File: config.mk
export PLATFORM = sky130hd
export DESIGN_NAME = branch_resolve
export DESIGN_NICKNAME = d
export VERILOG_FILES = /design/src/rtl/types.sv /design/src/rtl/cmpunit.sv /design/src/rtl/branch_resolve.sv
export SDC_FILE = /design/constraint.sdc
export NUM_CORES = 1
export LEC_CHECK = 0
export ABC_AREA = 0
export CAP_MARGIN = 40
export CORE_MARGIN = 2
export CORE_UTILIZATION = 45
export CTS_BUF_LIST = sky130_fd_sc_hd__clkbuf_4 sky130_fd_sc_hd__clkbuf_8 sky130_fd_sc_hd__clkbuf_16
export DETAILED_ROUTE_END_ITERATION = 6
export HOLD_SLACK_MARGIN = 0.06
export PLACE_DENSITY = 0.81
export SKIP_LAST_GASP = 1
export SYNTH_ARGS = -nofsm -noshare
export SYNTH_HDL_FRONTEND = slang
export SYNTH_SLANG_ARGS = --single-unit
File: constraint.sdc
create_clock -name clk -period 34 [get_ports clk]
set_input_delay 6.8 -clock clk [delete_from_list [all_inputs] [get_ports clk]]
set_output_delay 6.8 -clock clk [all_outputs]
set_load 0.01 [all_outputs]
File: src/rtl/types.sv
// Shared execute-stage types: comparator opcodes and control-transfer kinds.
package types;

  // Encodings follow the RISC-V branch funct3 field; 2 and 3 are unused.
  typedef enum logic [2:0] {
    CMP_EQ  = 3'd0,
    CMP_NE  = 3'd1,
    CMP_LT  = 3'd4,
    CMP_GE  = 3'd5,
    CMP_LTU = 3'd6,
    CMP_GEU = 3'd7
  } cmp_op_t;

  typedef enum logic [1:0] {
    BR_COND = 2'd0,
    BR_JAL  = 2'd1,
    BR_JALR = 2'd2
  } br_kind_t;

endpackage

File: src/rtl/cmpunit.sv
// Branch condition comparator; undefined opcodes evaluate to not-taken.
module cmpunit
  import types::*;
#(
  parameter int XLEN = 32
) (
  input  logic [XLEN-1:0] a,
  input  logic [XLEN-1:0] b,
  input  cmp_op_t         op,
  output logic            result
);

  logic signed [XLEN-1:0] a_s;
  logic signed [XLEN-1:0] b_s;

  assign a_s = a;
  assign b_s = b;

  always_comb begin
    result = 1'b0;
    case (op)
      CMP_EQ:  result = (a == b);
      CMP_NE:  result = (a != b);
      CMP_LT:  result = (a_s < b_s);
      CMP_GE:  result = (a_s >= b_s);
      CMP_LTU: result = (a < b);
      CMP_GEU: result = (a >= b);
      default: result = 1'b0;
    endcase
  end

endmodule

File: src/rtl/branch_resolve.sv
// Execute-stage branch resolution: direction, target, mispredict redirect and flush.
// Optional statistics counters are enabled by defining BRANCH_RESOLVE_STATS_EN.
module branch_resolve
  import types::*;
#(
  parameter int XLEN   = 32,
  parameter int STAT_W = 32
) (
  input  logic              clk,
  input  logic              rst,
  input  logic              in_valid,
  output logic              in_ready,
  input  br_kind_t          in_kind,
  input  cmp_op_t           in_cmp_op,
  input  logic [XLEN-1:0]   in_pc,
  input  logic [XLEN-1:0]   in_imm,
  input  logic [XLEN-1:0]   in_rs1,
  input  logic [XLEN-1:0]   in_rs2,
  input  logic              in_pred_taken,
  input  logic [XLEN-1:0]   in_pred_target,
  output logic              out_valid,
  output logic              out_taken,
  output logic [XLEN-1:0]   out_target,
  output logic [XLEN-1:0]   out_link,
  output logic              out_misaligned,
  output logic              redirect_valid,
  input  logic              redirect_ready,
  output logic [XLEN-1:0]   redirect_pc,
  output logic              flush
`ifdef BRANCH_RESOLVE_STATS_EN
  ,
  output logic [STAT_W-1:0] stat_branches,
  output logic [STAT_W-1:0] stat_mispredicts
`endif
);

  // The first REDIRECT cycle is the result cycle itself (flush high); S_REDIRECT
  // covers the cycles after it until fetch takes the redirect.
  typedef enum logic {S_IDLE, S_REDIRECT} state_t;

  state_t          state_q;
  logic            vld_p0;
  logic            have_p0;
  br_kind_t        kind_p0;
  cmp_op_t         op_p0;
  logic [XLEN-1:0] pc_p0, imm_p0, rs1_p0, rs2_p0, ptgt_p0, link_p0;
  logic            pt_p0;

  logic            accept;
  logic            cmp_taken;
  logic            taken;
  logic [XLEN-1:0] target;
  logic [XLEN-1:0] jalr_sum;
  logic [XLEN-1:0] actual_next;
  logic            misaligned;
  logic            mispredict;

  assign accept   = in_valid && in_ready;
  assign in_ready = (state_q == S_IDLE) && !flush && !rst;

  // ---- stage p0: operand capture ----
  always_ff @(posedge clk) begin
    if (accept) begin
      kind_p0 <= in_kind;
      op_p0   <= in_cmp_op;
      pc_p0   <= in_pc;
      imm_p0  <= in_imm;
      rs1_p0  <= in_rs1;
      rs2_p0  <= in_rs2;
      pt_p0   <= in_pred_taken;
      ptgt_p0 <= in_pred_target;
      link_p0 <= in_pc + XLEN'(4);
    end
  end

  cmpunit #(.XLEN(XLEN)) u_cmp (
    .a      (rs1_p0),
    .b      (rs2_p0),
    .op     (op_p0),
    .result (cmp_taken)
  );

  // ---- stage p0: resolution from the captured operands ----
  always_comb begin
    jalr_sum    = rs1_p0 + imm_p0;
    taken       = (kind_p0 == BR_COND) ? cmp_taken : 1'b1;
    target      = (kind_p0 == BR_JALR) ? {jalr_sum[XLEN-1:1], 1'b0} : (pc_p0 + imm_p0);
    actual_next = taken ? target : link_p0;
    misaligned  = taken && (target[1:0] != 2'b00);
    mispredict  = !misaligned &&
                  ((taken != pt_p0) || (taken && pt_p0 && (target != ptgt_p0)));
  end

  // have_p0 keeps the data outputs at zero until the first result after reset.
  assign out_valid      = vld_p0;
  assign out_taken      = have_p0 && taken;
  assign out_target     = have_p0 ? target : '0;
  assign out_link       = have_p0 ? link_p0 : '0;
  assign out_misaligned = have_p0 && misaligned;
  assign flush          = vld_p0 && mispredict;
  assign redirect_valid = flush || (state_q == S_REDIRECT);
  assign redirect_pc    = have_p0 ? actual_next : '0;

  always_ff @(posedge clk) begin
    if (rst) begin
      state_q <= S_IDLE;
      vld_p0  <= 1'b0;
      have_p0 <= 1'b0;
    end else begin
      vld_p0 <= accept;
      if (accept) have_p0 <= 1'b1;
      case (state_q)
        S_IDLE:     if (flush && !redirect_ready) state_q <= S_REDIRECT;
        S_REDIRECT: if (redirect_ready) state_q <= S_IDLE;
        default:    state_q <= S_IDLE;
      endcase
    end
  end

`ifdef BRANCH_RESOLVE_STATS_EN
  always_ff @(posedge clk) begin
    if (rst) begin
      stat_branches    <= '0;
      stat_mispredicts <= '0;
    end else begin
      if (vld_p0) stat_branches <= stat_branches + STAT_W'(1);
      if (flush)  stat_mispredicts <= stat_mispredicts + STAT_W'(1);
    end
  end
`else
  // STAT_W only sizes the counters, which are absent in this build.
  if (STAT_W < 1) begin : g_stat_w_unused
  end
`endif

endmodule
==> impl_metrics.tcl <==
set metrics [dict create \
    maxCapViolCount 0 \
    hold_violations 0 \
    fmax_mhz 66.70 \
    dp_hpwl_mm 34.55 \
    num_vias 12140 \
    wirelength_mm 43.22 \
    yosys.area.top_type_share_pct 42.60 \
    crit_family "buffers and inverters" \
    layout_common_cells "clkdlybuf4s50_1 (271), edfxtp_1 (196), nand2_1 (118)" \
    dominantRegCellSynth "edfxtp_1" \
    cpMostUsedCell "clkdlybuf4s50_1" \
    antenna_found_initial 5 \
    yosysTopAreaCell "edfxtp_1" \
    synth_edf_count 196 \
    status "finished clean" \
    avgSynthCellArea_um2 9.946 \
    async_reset_ff_share_pct 0 \
    slew_headroom_pct 40.31 \
    syn-num-nets 1656 \
    clk_path_buf_depth 2 \
    holdCritStartpoint "state_q" \
    ctsResizeCount 0 \
    postCtsHoldBufs 0 \
    drt_pass1_iterations 5 \
    synth_area_um2 13810 \
    synth.area.top_cells "edfxtp_1 (43%), ha_1 (8.6%), xnor2_1 (3.7%)" \
    p_per_area_nw_per_um2 40.65 \
    cts_setup_buffers 0 \
    gp_congestion 0.9338 \
    vdd_ir_drop_max_uv 33.24 \
    grt_use_total_pct 26.90 \
    setup_viol 0 \
    r2r-start "rs1_p0[1]" \
    fin_crit_ps 14990 \
    drt-initial-drc-count 1145 \
    clkSlewWorstSetupHoldPaths_ps 70 \
    layout.nets 1904 \
    grt_pass1_vias 11590 \
    rsz0062_at_grt "false" \
    ys_ff_latch 199 \
    grt-ovfl-total 0 \
    die_y_um 179.2 \
    ys_warn_count 0 \
    fp-row-count 64 \
    design.portCount 272 \
    cts_num_sinks 199 \
    htreeDepth 4 \
    holdWs_ps 516.0 \
    io_buffers 271 \
    grt_start_max_net_pins 71 \
    root_buffer "clkbuf_16" \
    final_max_slew_viol_count 0 \
    drc 0 \
    synthToLayoutAreaGrowth_pct 27.19 \
    leakage_uw 0.006630 \
    viasPerCell 5.931 \
    tightest_slew_ps 895.3 \
    crit_arrival_ps 8190 \
    ys_seq_area_share_pct 43.04 \
    endpoint_kind "primary output" \
    drive_gt1_share_pct 5.394 \
    critical_path_class "in2out" \
    fin_crit_sh_pct 44.09 \
    fin_tns_setup_ps 0 \
    clkLatencyLatePin_ps 460 \
    cts_tree "done" \
    fp.dieW_um 179.2 \
    numCtsBuffers 17 \
    synth_cell_type_count 96 \
    clock_skew_ps 15.18 \
    multi_input_area_um2 7463 \
    regArea_um2 5946 \
    critPathRequiredTime_ps 27200 \
    drtAntennaViolNets 0 \
    layout_commonest_cell "clkdlybuf4s50_1" \
    dieArea_um2 32120 \
    min_path_type "reg2reg" \
    slowest_delay_ps 550 \
    cp_slowest_cell "clkdlybuf4s50_1" \
    crit_start "rst" \
    grt_pass1_wl_mm 64.61 \
    postSynthCellCount 1389 \
    crit_path_cell_trace "clkdlybuf4s50_1 -> nor2_1 -> a21boi_1 -> clkdlybuf4s50_1" \
    num-fill-cells 2617 \
    crit_path_start_kind "input port" \
    core_um2 30430 \
    critPathBufInv 2 \
    routedWlPerCell_um 21.11 \
    critPathMaxFanout 4 \
    start_util_pct 45.40 \
]
worst paths after layout:
| path | to | slack, ps | cells past startpoint |
|---|---|---|---|
| min reg2reg | state_q | 520 | 2 |
| max | in_ready | 19010 | 4 |
| max reg2reg | rs2_p0[24] | 26560 | 21 |
| min | state_q | 520 | 2 |
kinds of logic after synthesis:
group,after synthesis,synth area share (%)
xor gates and xnor gates,86,5.751
AOI/OAI and AO/OA,347,17.13
adders and majority gates,97,8.894
and+or+nand+nor,514,19.26
DFF,199,43.04
muxes,38,2.781
buffers and inverters,108,3.143
worst min-delay path, stage by stage, from the launching register on:
cell and delay [ps]:
dfxtp_1 320, inv_1 70, o32ai_1 80
metrics by stage:
stage	cells	total power, µW	cell area, µm²	util [%]	setup slack [ps]
detailed placement	2014	494.7	16910	55.58	19020
CTS	2046	716.0	17570	57.73	19020
global route	2046	743.5	17570	57.73	18970
finish	2047	714.2	17570	57.74	19010
floorplan	1389	412.4	13810	-	16710
global placement	2010	490.0	16880	55.46	19070
Yosys cell counts, drive strengths merged, types with 8 or more instances:
| cell type | count |
|---|---|
| edfxtp | 196 |
| nand2 | 121 |
| nor2 | 107 |
| a21oi | 103 |
| ha | 95 |
| o21ai | 71 |
| and2 | 68 |
| xnor2 | 58 |
| inv | 55 |
| nand3 | 41 |
| nand4 | 38 |
| mux2i | 35 |
| clkbuf | 34 |
| a21o | 30 |
| nor3 | 30 |
| xor2 | 25 |
| o211ai | 20 |
| buf | 19 |
| nor4 | 19 |
| and3 | 17 |
| or3 | 16 |
| a211oi | 14 |
| nand2b | 14 |
| a31oi | 13 |
| a311oi | 12 |
| o21a | 10 |
| a211o | 9 |
| a21boi | 8 |
| nor2b | 8 |
routing by layer:
layer	vias to the layer above	routed length, µm	GRT usage [%]
met5	-	33	0
met4	6	735	6.821
met3	48	4071	6.043
met2	551	19440	42.56
met1	5798	18940	37.38
li1	5738	-	-
power by group:
| group | switching, µW | total, µW | leakage (µW) | internal, µW |
|---|---|---|---|---|
| Clock | 107 | 222 | 0.000314 | 115 |
| Combinational | 110 | 200 | 0.00446 | 90.1 |
| Sequential | 8.31 | 293 | 0.00186 | 284 |
| Total | 225 | 714 | 0.00663 | 489 |
layout make-up:
type | instances | share of cell area (%)
Timing Repair Buffer | 282 | 15.94
Sequential cell | 199 | 33.84
Antenna cell | 1 | 0.01424
Clock inverter | 15 | 1.310
Tap cell | 396 | 2.820
Clock buffer | 17 | 2.421
Multi-Input combinational cell | 1082 | 42.48
Inverter | 55 | 1.175
sequential cells by signal, summed over array words and instances (netlist names):
register	flops
have_p0	1
imm_p0	32
kind_p0	2
link_p0	30
op_p0	3
out_valid	1
pc_p0	32
pt_p0	1
ptgt_p0	32
rs1_p0	32
rs2_p0	32
state_q	1
Note: power is estimated with default switching activity, not from simulation.
